**config.mk**
```make
export PLATFORM = sky130hd
export DESIGN_NAME = noc_input_buffer_flat
export DESIGN_NICKNAME = d
export VERILOG_FILES = /design/src/rtl/noc_input_buffer_pkg.sv /design/src/rtl/noc_input_buffer_if.sv /design/src/rtl/noc_input_buffer_flit_fifo.sv /design/src/rtl/noc_input_buffer.sv /design/src/flat_wrapper.sv
export SDC_FILE = /design/constraint.sdc
export NUM_CORES = 1
export LEC_CHECK = 0
export BUFFER_PORTS_ARGS = -buffer_cell sky130_fd_sc_hd__clkbuf_2
export CORE_MARGIN = 2
export CORE_UTILIZATION = 52
export CTS_BUF_LIST = sky130_fd_sc_hd__clkbuf_8
export CTS_CLUSTER_DIAMETER = 60
export CTS_CLUSTER_SIZE = 8
export DETAILED_ROUTE_END_ITERATION = 6
export GPL_TIMING_DRIVEN = 0
export PLACE_DENSITY = 0.74
export SLEW_MARGIN = 0
export SYNTH_ARGS = -nofsm -noshare
export SYNTH_HDL_FRONTEND = slang
export SYNTH_SLANG_ARGS = --single-unit
```
**constraint.sdc**
```tcl
create_clock -name clk -period 4.6 [get_ports clk]
set_input_delay 0.23 -clock clk [delete_from_list [all_inputs] [get_ports clk]]
set_output_delay 0.23 -clock clk [all_outputs]
set_load 0.005 [all_outputs]
```
**src/rtl/noc_input_buffer_pkg.sv**
```systemverilog
// noc_pkg: shared flit encoding, field positions and FSM state type for the
// per-port NoC input buffer.
package noc_pkg;

    // Default flit width.
    localparam int NOC_FLIT_W = 32;

    // Flit id field: the top ID_W bits of every flit.
    localparam int ID_W = 3;

    // Packet length field inside a header flit.
    localparam int LEN_LSB = 0;
    localparam int LEN_W   = 12;

    localparam logic [ID_W-1:0] FLIT_HEADER = 3'b001;
    localparam logic [ID_W-1:0] FLIT_BODY   = 3'b010;
    localparam logic [ID_W-1:0] FLIT_TAIL   = 3'b100;

    typedef enum logic [1:0] {
        NIB_IDLE = 2'd0,
        NIB_REQ  = 2'd1,
        NIB_FWD  = 2'd2
    } nib_state_t;

    // LSB position of the flit id field for a given flit width.
    function automatic int id_lsb(input int flit_w);
        return flit_w - ID_W;
    endfunction

endpackage

```
**src/rtl/noc_input_buffer_if.sv**
```systemverilog
// Link/arbiter/crossbar-side signals of one router input port.
// Optional: NIB_PKT_CHECK_EN adds the err_drop stray-flit pulse.
import noc_pkg::*;

interface noc_input_buffer_if #(
    parameter int FLIT_W = NOC_FLIT_W
);
    // Handshakes: a flit moves on a rising clk edge where its valid and the
    // receiver's ready are both high. Link side: in_valid/!in_full (in_full
    // depends only on the registered fill level). Crossbar side:
    // out_valid/out_ready; out_flit is held stable while out_valid && !out_ready.
    logic [FLIT_W-1:0] in_flit;
    logic              in_valid;
    logic              in_full;
    logic              grant;
    logic              out_ready;
    logic [FLIT_W-1:0] out_flit;
    logic              out_valid;
    logic              req;
    logic [ID_W-1:0]   flit_id;
    logic [LEN_W-1:0]  length;
    nib_state_t        dbg_state;
`ifdef NIB_PKT_CHECK_EN
    logic              err_drop;

    modport master (
        output in_flit, in_valid, grant, out_ready,
        input  in_full, out_flit, out_valid, req, flit_id, length, dbg_state, err_drop
    );
    modport slave (
        input  in_flit, in_valid, grant, out_ready,
        output in_full, out_flit, out_valid, req, flit_id, length, dbg_state, err_drop
    );
`else
    modport master (
        output in_flit, in_valid, grant, out_ready,
        input  in_full, out_flit, out_valid, req, flit_id, length, dbg_state
    );
    modport slave (
        input  in_flit, in_valid, grant, out_ready,
        output in_full, out_flit, out_valid, req, flit_id, length, dbg_state
    );
`endif

endinterface

```
**src/rtl/noc_input_buffer_flit_fifo.sv**
```systemverilog
// flit_fifo: synchronous FIFO with a combinational head view. Full/empty come
// from the registered count, so a same-cycle pop never frees a slot for a push.
import noc_pkg::*;

module flit_fifo #(
    parameter int DEPTH = 4,
    parameter int W     = NOC_FLIT_W
) (
    input  logic         clk,
    input  logic         rst,
    input  logic         push_i,
    input  logic         pop_i,
    input  logic [W-1:0] din_i,
    output logic [W-1:0] head_o,
    output logic         full_o,
    output logic         empty_o
);
    localparam int AW = $clog2(DEPTH);
    localparam int CW = AW + 1;
    localparam logic [CW-1:0] FULL_CNT = CW'(DEPTH);

    logic [W-1:0]  mem_q [DEPTH];
    logic [AW-1:0] wr_ptr_q, wr_ptr_d;
    logic [AW-1:0] rd_ptr_q, rd_ptr_d;
    logic [CW-1:0] count_q, count_d;
    logic          do_push, do_pop;

    assign full_o  = (count_q == FULL_CNT);
    assign empty_o = (count_q == '0);
    assign head_o  = mem_q[rd_ptr_q];
    assign do_push = push_i && !full_o;
    assign do_pop  = pop_i && !empty_o;

    // Next pointers and fill level; pointers wrap modulo DEPTH.
    always_comb begin
        wr_ptr_d = wr_ptr_q;
        rd_ptr_d = rd_ptr_q;
        count_d  = count_q;
        if (do_push) wr_ptr_d = wr_ptr_q + AW'(1);
        if (do_pop)  rd_ptr_d = rd_ptr_q + AW'(1);
        case ({do_push, do_pop})
            2'b10:   count_d = count_q + CW'(1);
            2'b01:   count_d = count_q - CW'(1);
            default: count_d = count_q;
        endcase
    end

    // Storage write; contents need no reset since the count gates visibility.
    always_ff @(posedge clk) begin
        if (do_push) mem_q[wr_ptr_q] <= din_i;
    end

    // Pointer and count registers; reset flushes everything buffered.
    always_ff @(posedge clk) begin
        if (rst) begin
            wr_ptr_q <= '0;
            rd_ptr_q <= '0;
            count_q  <= '0;
        end else begin
            wr_ptr_q <= wr_ptr_d;
            rd_ptr_q <= rd_ptr_d;
            count_q  <= count_d;
        end
    end

endmodule

```
**src/rtl/noc_input_buffer.sv**
```systemverilog
// noc_input_buffer: per-port router input stage. Buffers link flits, decodes
// the head flit, requests the arbiter and forwards a packet while granted.
// Optional: NIB_PKT_CHECK_EN drops stray body/tail flits seen while idle and
// pulses err_drop; without it such a flit is requested and forwarded normally.
import noc_pkg::*;

module noc_input_buffer #(
    parameter int DEPTH  = 4,
    parameter int FLIT_W = NOC_FLIT_W
) (
    input  logic                clk,
    input  logic                rst,
    noc_input_buffer_if.slave   bus
);
    localparam int ID_LSB = id_lsb(FLIT_W);

    logic [FLIT_W-1:0] head;
    logic [ID_W-1:0]   head_id;
    logic              empty, full;
    logic              push, pop, drop, fwd_fire, out_valid;

    nib_state_t        state_q;
    logic              req_q;
    logic [LEN_W-1:0]  length_q;

    flit_fifo #(.DEPTH(DEPTH), .W(FLIT_W)) u_fifo (
        .clk     (clk),
        .rst     (rst),
        .push_i  (push),
        .pop_i   (pop),
        .din_i   (bus.in_flit),
        .head_o  (head),
        .full_o  (full),
        .empty_o (empty)
    );

    assign head_id   = head[ID_LSB +: ID_W];
    assign push      = bus.in_valid && !full;
    assign out_valid = (state_q == NIB_FWD) && bus.grant && !empty;
    assign fwd_fire  = out_valid && bus.out_ready;
    assign pop       = fwd_fire || drop;

`ifdef NIB_PKT_CHECK_EN
    // A non-header at the head of an idle port is discarded.
    assign drop         = (state_q == NIB_IDLE) && !empty && (head_id != FLIT_HEADER);
    assign bus.err_drop = drop;
`else
    assign drop = 1'b0;
`endif

    assign bus.in_full   = full;
    assign bus.out_flit  = head;
    assign bus.out_valid = out_valid;
    assign bus.req       = req_q;
    assign bus.flit_id   = empty ? '0 : head_id;
    assign bus.length    = length_q;
    assign bus.dbg_state = state_q;

    // Packet FSM: idle -> request -> forward, back to request if the grant
    // lapses mid-packet, back to idle once the tail has been handed over.
    always_ff @(posedge clk) begin
        if (rst) begin
            state_q  <= NIB_IDLE;
            req_q    <= 1'b0;
            length_q <= '0;
        end else begin
            case (state_q)
                NIB_IDLE: begin
                    if (!empty && !drop) begin
                        if (head_id == FLIT_HEADER) length_q <= head[LEN_LSB +: LEN_W];
                        state_q <= NIB_REQ;
                        req_q   <= 1'b1;
                    end
                end
                NIB_REQ: begin
                    if (bus.grant) state_q <= NIB_FWD;
                end
                NIB_FWD: begin
                    if (fwd_fire && head_id == FLIT_TAIL) begin
                        state_q <= NIB_IDLE;
                        req_q   <= 1'b0;
                    end else if (!bus.grant) begin
                        state_q <= NIB_REQ;
                    end
                end
                default: begin
                    state_q <= NIB_IDLE;
                    req_q   <= 1'b0;
                end
            endcase
        end
    end

endmodule

```
**src/flat_wrapper.sv**
```systemverilog
// flat-port wrapper written by rule: the top's interface ports become plain ports
module noc_input_buffer_flat 
#(
    parameter int DEPTH  = 4,
    parameter int FLIT_W = NOC_FLIT_W
)
  (clk, rst, bus_in_flit, bus_in_valid, bus_grant, bus_out_ready, bus_in_full, bus_out_flit, bus_out_valid, bus_req, bus_flit_id, bus_length, bus_dbg_state);
  noc_input_buffer_if #(.FLIT_W(FLIT_W)) bus_i ();
  input  logic clk;
  input  logic rst;
  input wire logic [$bits(bus_i.in_flit)-1:0] bus_in_flit;
  input wire logic [$bits(bus_i.in_valid)-1:0] bus_in_valid;
  input wire logic [$bits(bus_i.grant)-1:0] bus_grant;
  input wire logic [$bits(bus_i.out_ready)-1:0] bus_out_ready;
  output wire logic [$bits(bus_i.in_full)-1:0] bus_in_full;
  output wire logic [$bits(bus_i.out_flit)-1:0] bus_out_flit;
  output wire logic [$bits(bus_i.out_valid)-1:0] bus_out_valid;
  output wire logic [$bits(bus_i.req)-1:0] bus_req;
  output wire logic [$bits(bus_i.flit_id)-1:0] bus_flit_id;
  output wire logic [$bits(bus_i.length)-1:0] bus_length;
  output wire logic [$bits(bus_i.dbg_state)-1:0] bus_dbg_state;
  assign bus_i.in_flit = bus_in_flit;
  assign bus_i.in_valid = bus_in_valid;
  assign bus_i.grant = bus_grant;
  assign bus_i.out_ready = bus_out_ready;
  assign bus_in_full = bus_i.in_full;
  assign bus_out_flit = bus_i.out_flit;
  assign bus_out_valid = bus_i.out_valid;
  assign bus_req = bus_i.req;
  assign bus_flit_id = bus_i.flit_id;
  assign bus_length = bus_i.length;
  assign bus_dbg_state = bus_i.dbg_state;
  noc_input_buffer #(.DEPTH(DEPTH), .FLIT_W(FLIT_W)) u_core (.clk(clk), .rst(rst), .bus(bus_i));
endmodule
```
=== Yosys cells after proc, flatten, opt, wreduce, memory -nomap -nowiden ===
Memory sizes are Yosys's and may differ from the RTL's. A register that Yosys moved wholly into a read port is not among the register bits.
Index checks and enable logic that the tools add are counted.

* Add/subtract/negate cells: 4
* Eq/ne operators: 11
* Multiplexer cells: 14
* Bitwise operators: 2
* Reductions and logical operators: 15

{| class="wikitable"
|+ Operators by type and width
! kind !! number
|-
| 2-to-1 mux 2 bit || 6
|-
| AND reduction 3 bit || 3
|-
| logical AND 1 bit || 7
|-
| equality test 3 bit (second input constant) || 2
|-
| inequality test 2 bit (second input constant) || 3
|-
| case mux 2 bit (3 select lines) || 1
|-
| case mux 3 bit (2 select lines) || 1
|-
| adder 2 x 1 -> 2 bit (second input constant) || 2
|-
| equality test 2 x 1 -> 1 bit (second input constant) || 2
|-
| equality test 2 bit (second input constant) || 2
|-
| 2-to-1 mux 1 bit || 4
|-
| adder 3 x 1 -> 3 bit (second input constant) || 1
|-
| equality test 3 x 1 -> 1 bit (second input constant) || 1
|-
| logical NOT 3 bit || 1
|-
| 2-to-1 mux 3 bit || 1
|-
| inequality test 3 bit (second input constant) || 1
|-
| case mux 1 bit (3 select lines) || 1
|-
| subtractor 3 x 1 -> 3 bit (second input constant) || 1
|-
| logical NOT 1 bit || 2
|-
| logical NOT 2 bit || 1
|-
| inverter 1 bit || 2
|-
| nonzero test 2 bit || 1
|}

* Register bits: 22
* Memory bits (writable): 128
* Bits of input ports: 37
* Output and inout bits: 52
* Logic and storage cells: 53
* Memories kept: 1

{| class="wikitable"
|+ Memory list
! name !! depth !! bits a word !! rd ports !! clocked after Yosys merged registers in !! write ports !! line !! text
|-
| u_core.u_fifo.mem_q || 4 || 32 || 1 || 1 || 1 || noc_input_buffer_flit_fifo.sv:22 || <nowiki>logic [W-1:0] mem_q [DEPTH];</nowiki>
|}

=== Logic depth before layout (Yosys ltp) ===
* Depth after elaboration: 7
* Mapped depth: 10
* Depth with buffers taken out: 9

=== Cells and area by module ===
From an unflattened synthesis, not the netlist that was laid out.

* Cells, all modules: 296
* Area, all modules: 5900.7 um2

{| class="wikitable"
|+ Modules (own cells, without submodules)
! module !! instances !! cells each !! area each (um2) !! seq. area each (um2)
|-
| flit_fifo || 1 || 221 || 5143.7 || 4023.9
|-
| noc_input_buffer || 1 || 75 || 757.0 || 300.3
|}

=== Worst setup path after synthesis ===
OpenSTA, ideal clock, no wires.

* Path type: flip-flop to flip-flop
* From: register u_core.state_q[1], in the netlist u_core.bus.dbg_state[1]
* To: register u_core.u_fifo.count_q[2]
* Setup time: 0.070 ns
* Data arrival time: 2.255 ns
* Data required time: 4.530 ns
* Setup slack: 2.276 ns
* Stages on the path, launching flop included: 11
* Path buffers: 1
* Period minus slack after synthesis: 2.324 ns
* Cell sequence: dfxtp_1 clkbuf_1 nand3_1 or3_1 inv_1 ha_1 inv_1 fa_1 xor2_1 or3_1 a21oi_1

* Word-level cells in the longest chain between the ends: 7
* Elaborated cells on any way between the ends: 9
* Those cells by class: eq/ne: 3; mux: 1; reduce/logical: 5

{| class="wikitable"
|+ Ends and longest elaborated chain
! what !! line !! text
|-
| from (decl) || noc_input_buffer.sv:22 || <nowiki>nib_state_t state_q;</nowiki>
|-
| from (signal assigned) || noc_input_buffer.sv:63 || <nowiki>state_q <= NIB_IDLE;</nowiki>
|-
| from (signal assigned) || noc_input_buffer.sv:71 || <nowiki>state_q <= NIB_REQ;</nowiki>
|-
| from (signal assigned) || noc_input_buffer.sv:76 || <nowiki>if (bus.grant) state_q <= NIB_FWD;</nowiki>
|-
| equality test 2 bit (*) || noc_input_buffer.sv:39 || <nowiki>assign out_valid = (state_q == NIB_FWD) && bus.grant && !empty;</nowiki>
|-
| logical AND 1 bit (*) (2 in series) || noc_input_buffer.sv:39 ||
|-
| logical AND 1 bit (*) || noc_input_buffer.sv:40 || <nowiki>assign fwd_fire = out_valid && bus.out_ready;</nowiki>
|-
| logical AND 1 bit (*) || noc_input_buffer_flit_fifo.sv:32 || <nowiki>assign do_pop = pop_i && !empty_o;</nowiki>
|-
| named net u_core.u_fifo.do_pop || noc_input_buffer_flit_fifo.sv:26 || <nowiki>logic do_push, do_pop;</nowiki>
|-
| equality test 2 x 1 -> 1 bit or equality test 2 bit (tied branches) || noc_input_buffer_flit_fifo.sv:41 || <nowiki>case ({do_push, do_pop})</nowiki>
|-
| case mux 3 bit (2 select lines) or nonzero test 2 bit (tied branches) || -- ||
|-
| to (signal assigned) || noc_input_buffer_flit_fifo.sv:62 || <nowiki>count_q <= count_d;</nowiki>
|-
| to (decl) || noc_input_buffer_flit_fifo.sv:25 || <nowiki>logic [CW-1:0] count_q, count_d;</nowiki>
|}

Mark *: on every way through the listed nets, which the timed path passes. The rest lies on a longest branch.
A chain may end at the register's enable or synchronous reset.

==> impl_metrics.ini <==
[routing]
vias = 3065
drt_first_iter_violations = 296
detail_route.first_pass.iterations = 4
drc = 0
drt-total-wl_mm = 9.92
vias_per_cell = 5.41
drt.antenna.violating_nets = 0
avgRoutedWirePerCell_um = 17.5

[floorplan]
row_count = 38
start_util_pct = 53.1
ioPinCount = 89
die_width_um = 109
core-area_um2 = 10800
floorplan.die.height_um = 109
fp.dieArea_um2 = 11900

[critical_path]
critPathSlowestCell = sky130_fd_sc_hd__clkbuf_1
regToRegEndpoint = u_core.u_fifo.count_q[2]$_SDFFE_PP0P_
cp_data_arrival_time_ns = 2.53
critical_path.cell_chain = clkbuf_1 -> clkbuf_1 -> mux4_2 -> clkbuf_2
cells_on_worst_reg2reg_path = 10
critPathTopFamily = buffers and inverters
timing.critical_path.slowest_cell_delay_ns = 0.56
path_common_cell = sky130_fd_sc_hd__clkbuf_1
worstPathBufferInverterCount = 3
timing.critical_path.fanout_max = 10
critical_path.startpoint_type = flip-flop
endpoint_kind = output port
cp.required_ns = 4.37
r2r_slack_ns = 2.04
kind_of_critical_path = reg2out
regToRegStartpoint = u_core.bus.dbg_state[1]$_SDFFE_PP0P_

[pwr]
p_per_cell_area_nw_per_um2 = 403
total_leakage_power_nw = 2.38
worst_ir_drop_vdd_mv = 0.242

[yosys]
syn_avg_cell_area_um2 = 19.2
postSynthCellCount = 299
synth_async_sr_flop_share_pct = 0
syn_nets = 342
synth_area_in_compound_gates_pct = 3.21
mapped_area_um2 = 5740
synth_top_family_by_area = multiplexers
yosys.cell_types.count = 34
synth_simple_gate_area_share_pct = 4.56
xor_and_xnor_area_share_after_synthesis_pct = 0.764
synth-edff-count = 128
ys.flop_type = sky130_fd_sc_hd__edfxtp_1
synth.yosys.seq_area_share_pct = 75.4
synth.yosys.warnings = 0
synth.mux.area_fraction_pct = 12.7
ys_ff_latch = 152
post_synth_fa_ha_maj_area_fraction_pct = 1.44

[clock_network]
cts_clock_pin_slew_for_the_worst_setup_and_hold_paths_ns = 0.08
cts_buffer_depth = 2
cts_made_buffers = 17
tritoncts_num_sinks = 152
clk-insertion-delay-late_ns = 0.42
tritoncts = built
cts_max_level = 4
clock_tree.root_cell = sky130_fd_sc_hd__clkbuf_8

[global_route]
grtUsageTotal_pct = 17.8
via_count_of_the_first_global_routing_pass = 2976
residual_overflow_from_global_routing = 0
largest_net_degree_at_the_start_of_global_routing = 33
wire_length_of_the_first_global_routing_pass_mm = 15.3
grt_antenna_before_repair = 0

[placement]
placement.io_buffers = 88
hpwl_dp_mm = 6.26
gp_congestion = 0.720

[hold_path]
min_path_type = in2reg
timing.hold.worst.start = bus_in_flit[26]
min_delay_path_depth = 1
hold-path-endpoint = u_core.u_fifo.mem_q[0][26]$_DFFE_PP_

[run]
max_cap_viol_count = 0

[timing]
final-max-slew-violation-count = 0
slew-limit-headroom_pct = 39.9
final_min_period_over_clock_period_pct = 60.0
finalSetupTns_ns = 0
grt_setup_unrepaired = no
setup_violations = 0
timing.fmax_mhz = 362
clock_skew_ns = 0.0102
worst_hold_slack_ns = 0.0317
hold_viol = 0
final.min_clock_period_ns = 2.76
timing_worst_slew_pin_value_ns = 0.894

[final_layout]
final_net_count = 457
area_delta_synth_final_pct = 18.6
layout.filler_cells = 770
seq_area_um2 = 4320
final_layout_size_suffix_gt1_share_pct = 38.4
antennaDiodeCount = 0
multi_input_area_um2 = 1310

[run_status]
run_status = completed
sequential cells by signal, indices dropped and copies added, names as in the netlist, named ones only:
name                    cells
u_core.bus.dbg_state        2
u_core.bus.length          12
u_core.bus.req              1
u_core.u_fifo.count_q       3
u_core.u_fifo.mem_q       128
u_core.u_fifo.rd_ptr_q      2
u_core.u_fifo.wr_ptr_q      2
layout by cell type (no fill, tap or decap), types with 9 or more instances in the layout:
cell type and n:
sky130_fd_sc_hd__edfxtp_1 128, sky130_fd_sc_hd__clkbuf_8 17, sky130_fd_sc_hd__a21oi_1 15, sky130_fd_sc_hd__o21ai_1 9, sky130_fd_sc_hd__dfxtp_1 24, sky130_fd_sc_hd__mux4_2 32
sky130_fd_sc_hd__clkbuf_2 88, sky130_fd_sc_hd__inv_1 9, sky130_fd_sc_hd__nor2_1 13, sky130_fd_sc_hd__nand3_1 13
cell families after synthesis:
kind of cell               Yosys count
and+or+nand+nor                     47
DFF                                152
muxes                               33
AOI/OAI and AO/OA                   33
adders and majority gates            6
buffers and inverters               23
xor gates and xnor gates             5
per-layer routing:
metal  track usage (%)  share of wire [%]  vias up
met1              23.3                 44     1543
met2              29.3                 50       93
met5                 0                  0        -
li1                  -                  -     1422
met3              5.44                5.0        7
met4              4.95               0.46        0
per-stage QoR:
stage	area (um^2)	power [W]	worst slack [ns]	cells	util (%)
after floorplan	5740	0.00173	2.28	299	-
after global placement	6350	0.00182	1.87	527	58.8
after detailed placement	6360	0.00183	2.07	527	58.9
after CTS	6800	0.00277	1.75	567	63.0
after global routing	6800	0.00286	1.67	567	63.0
final	6800	0.00274	1.84	567	63.0
how the worst max path moves through the flow:
stage                                           from                                     to  slack (ns)  cells past startpoint
2_1_floorplan   u_core.bus.dbg_state[1]$_SDFFE_PP0P_  u_core.u_fifo.count_q[2]$_SDFFE_PP0P_        2.28                     10
3_3_place_gp   u_core.u_fifo.count_q[0]$_SDFFE_PP0P_   u_core.u_fifo.mem_q[0][25]$_DFFE_PP_        1.87                      4
3_5_place_dp    u_core.bus.dbg_state[1]$_SDFFE_PP0P_  u_core.u_fifo.count_q[2]$_SDFFE_PP0P_        2.07                     10
4_1_cts                                    flip-flop                       bus_out_flit[20]        1.75                      4
5_1_grt                                    flip-flop                       bus_out_flit[22]        1.67                      4
6_report                                   flip-flop                       bus_out_flit[20]        1.84                      4
where the power goes:
part / switching (W) / internal (W)
clock: 0.000469 / 0.000474
sequential: 0.0000202 / 0.00156
combinational: 0.000123 / 0.0000915
total: 0.000612 / 0.00213
area by class of cell:
| type | count | area share [%] |
|---|---|---|
| buffer | 16 | 1.21 |
| clock buffer | 17 | 3.44 |
| clock inverter | 15 | 1.97 |
| inverter | 7 | 0.386 |
| multi-input combinational | 124 | 19.2 |
| sequential | 152 | 63.6 |
| tap | 140 | 2.57 |
| timing repair buffer | 96 | 7.65 |
synth_stat cells, types with 2 or more instances:
| library cell | instances | area (um^2) |
|---|---|---|
| sky130_fd_sc_hd__a21oi_1 | 15 | 75.1 |
| sky130_fd_sc_hd__buf_2 | 6 | 30.0 |
| sky130_fd_sc_hd__nor2b_1 | 5 | 31.3 |
| sky130_fd_sc_hd__or3_1 | 2 | 12.5 |
| sky130_fd_sc_hd__and2_1 | 4 | 25.0 |
| sky130_fd_sc_hd__xor2_1 | 3 | 26.3 |
| sky130_fd_sc_hd__nor2_1 | 13 | 48.8 |
| sky130_fd_sc_hd__o21ai_0 | 3 | 15.0 |
| sky130_fd_sc_hd__nand3_1 | 13 | 65.1 |
| sky130_fd_sc_hd__dfxtp_1 | 24 | 480 |
| sky130_fd_sc_hd__o311ai_0 | 2 | 17.5 |
| sky130_fd_sc_hd__buf_6 | 2 | 22.5 |
| sky130_fd_sc_hd__ha_1 | 5 | 62.6 |
| sky130_fd_sc_hd__nand2b_1 | 2 | 12.5 |
| sky130_fd_sc_hd__mux4_2 | 32 | 721 |
| sky130_fd_sc_hd__xnor2_1 | 2 | 17.5 |
| sky130_fd_sc_hd__edfxtp_1 | 128 | 3840 |
| sky130_fd_sc_hd__clkbuf_1 | 8 | 30.0 |
| sky130_fd_sc_hd__inv_1 | 7 | 26.3 |
| sky130_fd_sc_hd__o21ai_1 | 9 | 45.0 |
what timing repair did:
action	4_1_cts	5_1_grt
endpoints found under the setup margin	0	0
endpoints found under the hold margin	23	0
hold buffers	8	0
setup buffers	0	0
resized for setup	0	0
No activity file was read; power rests on OpenSTA's default activity.
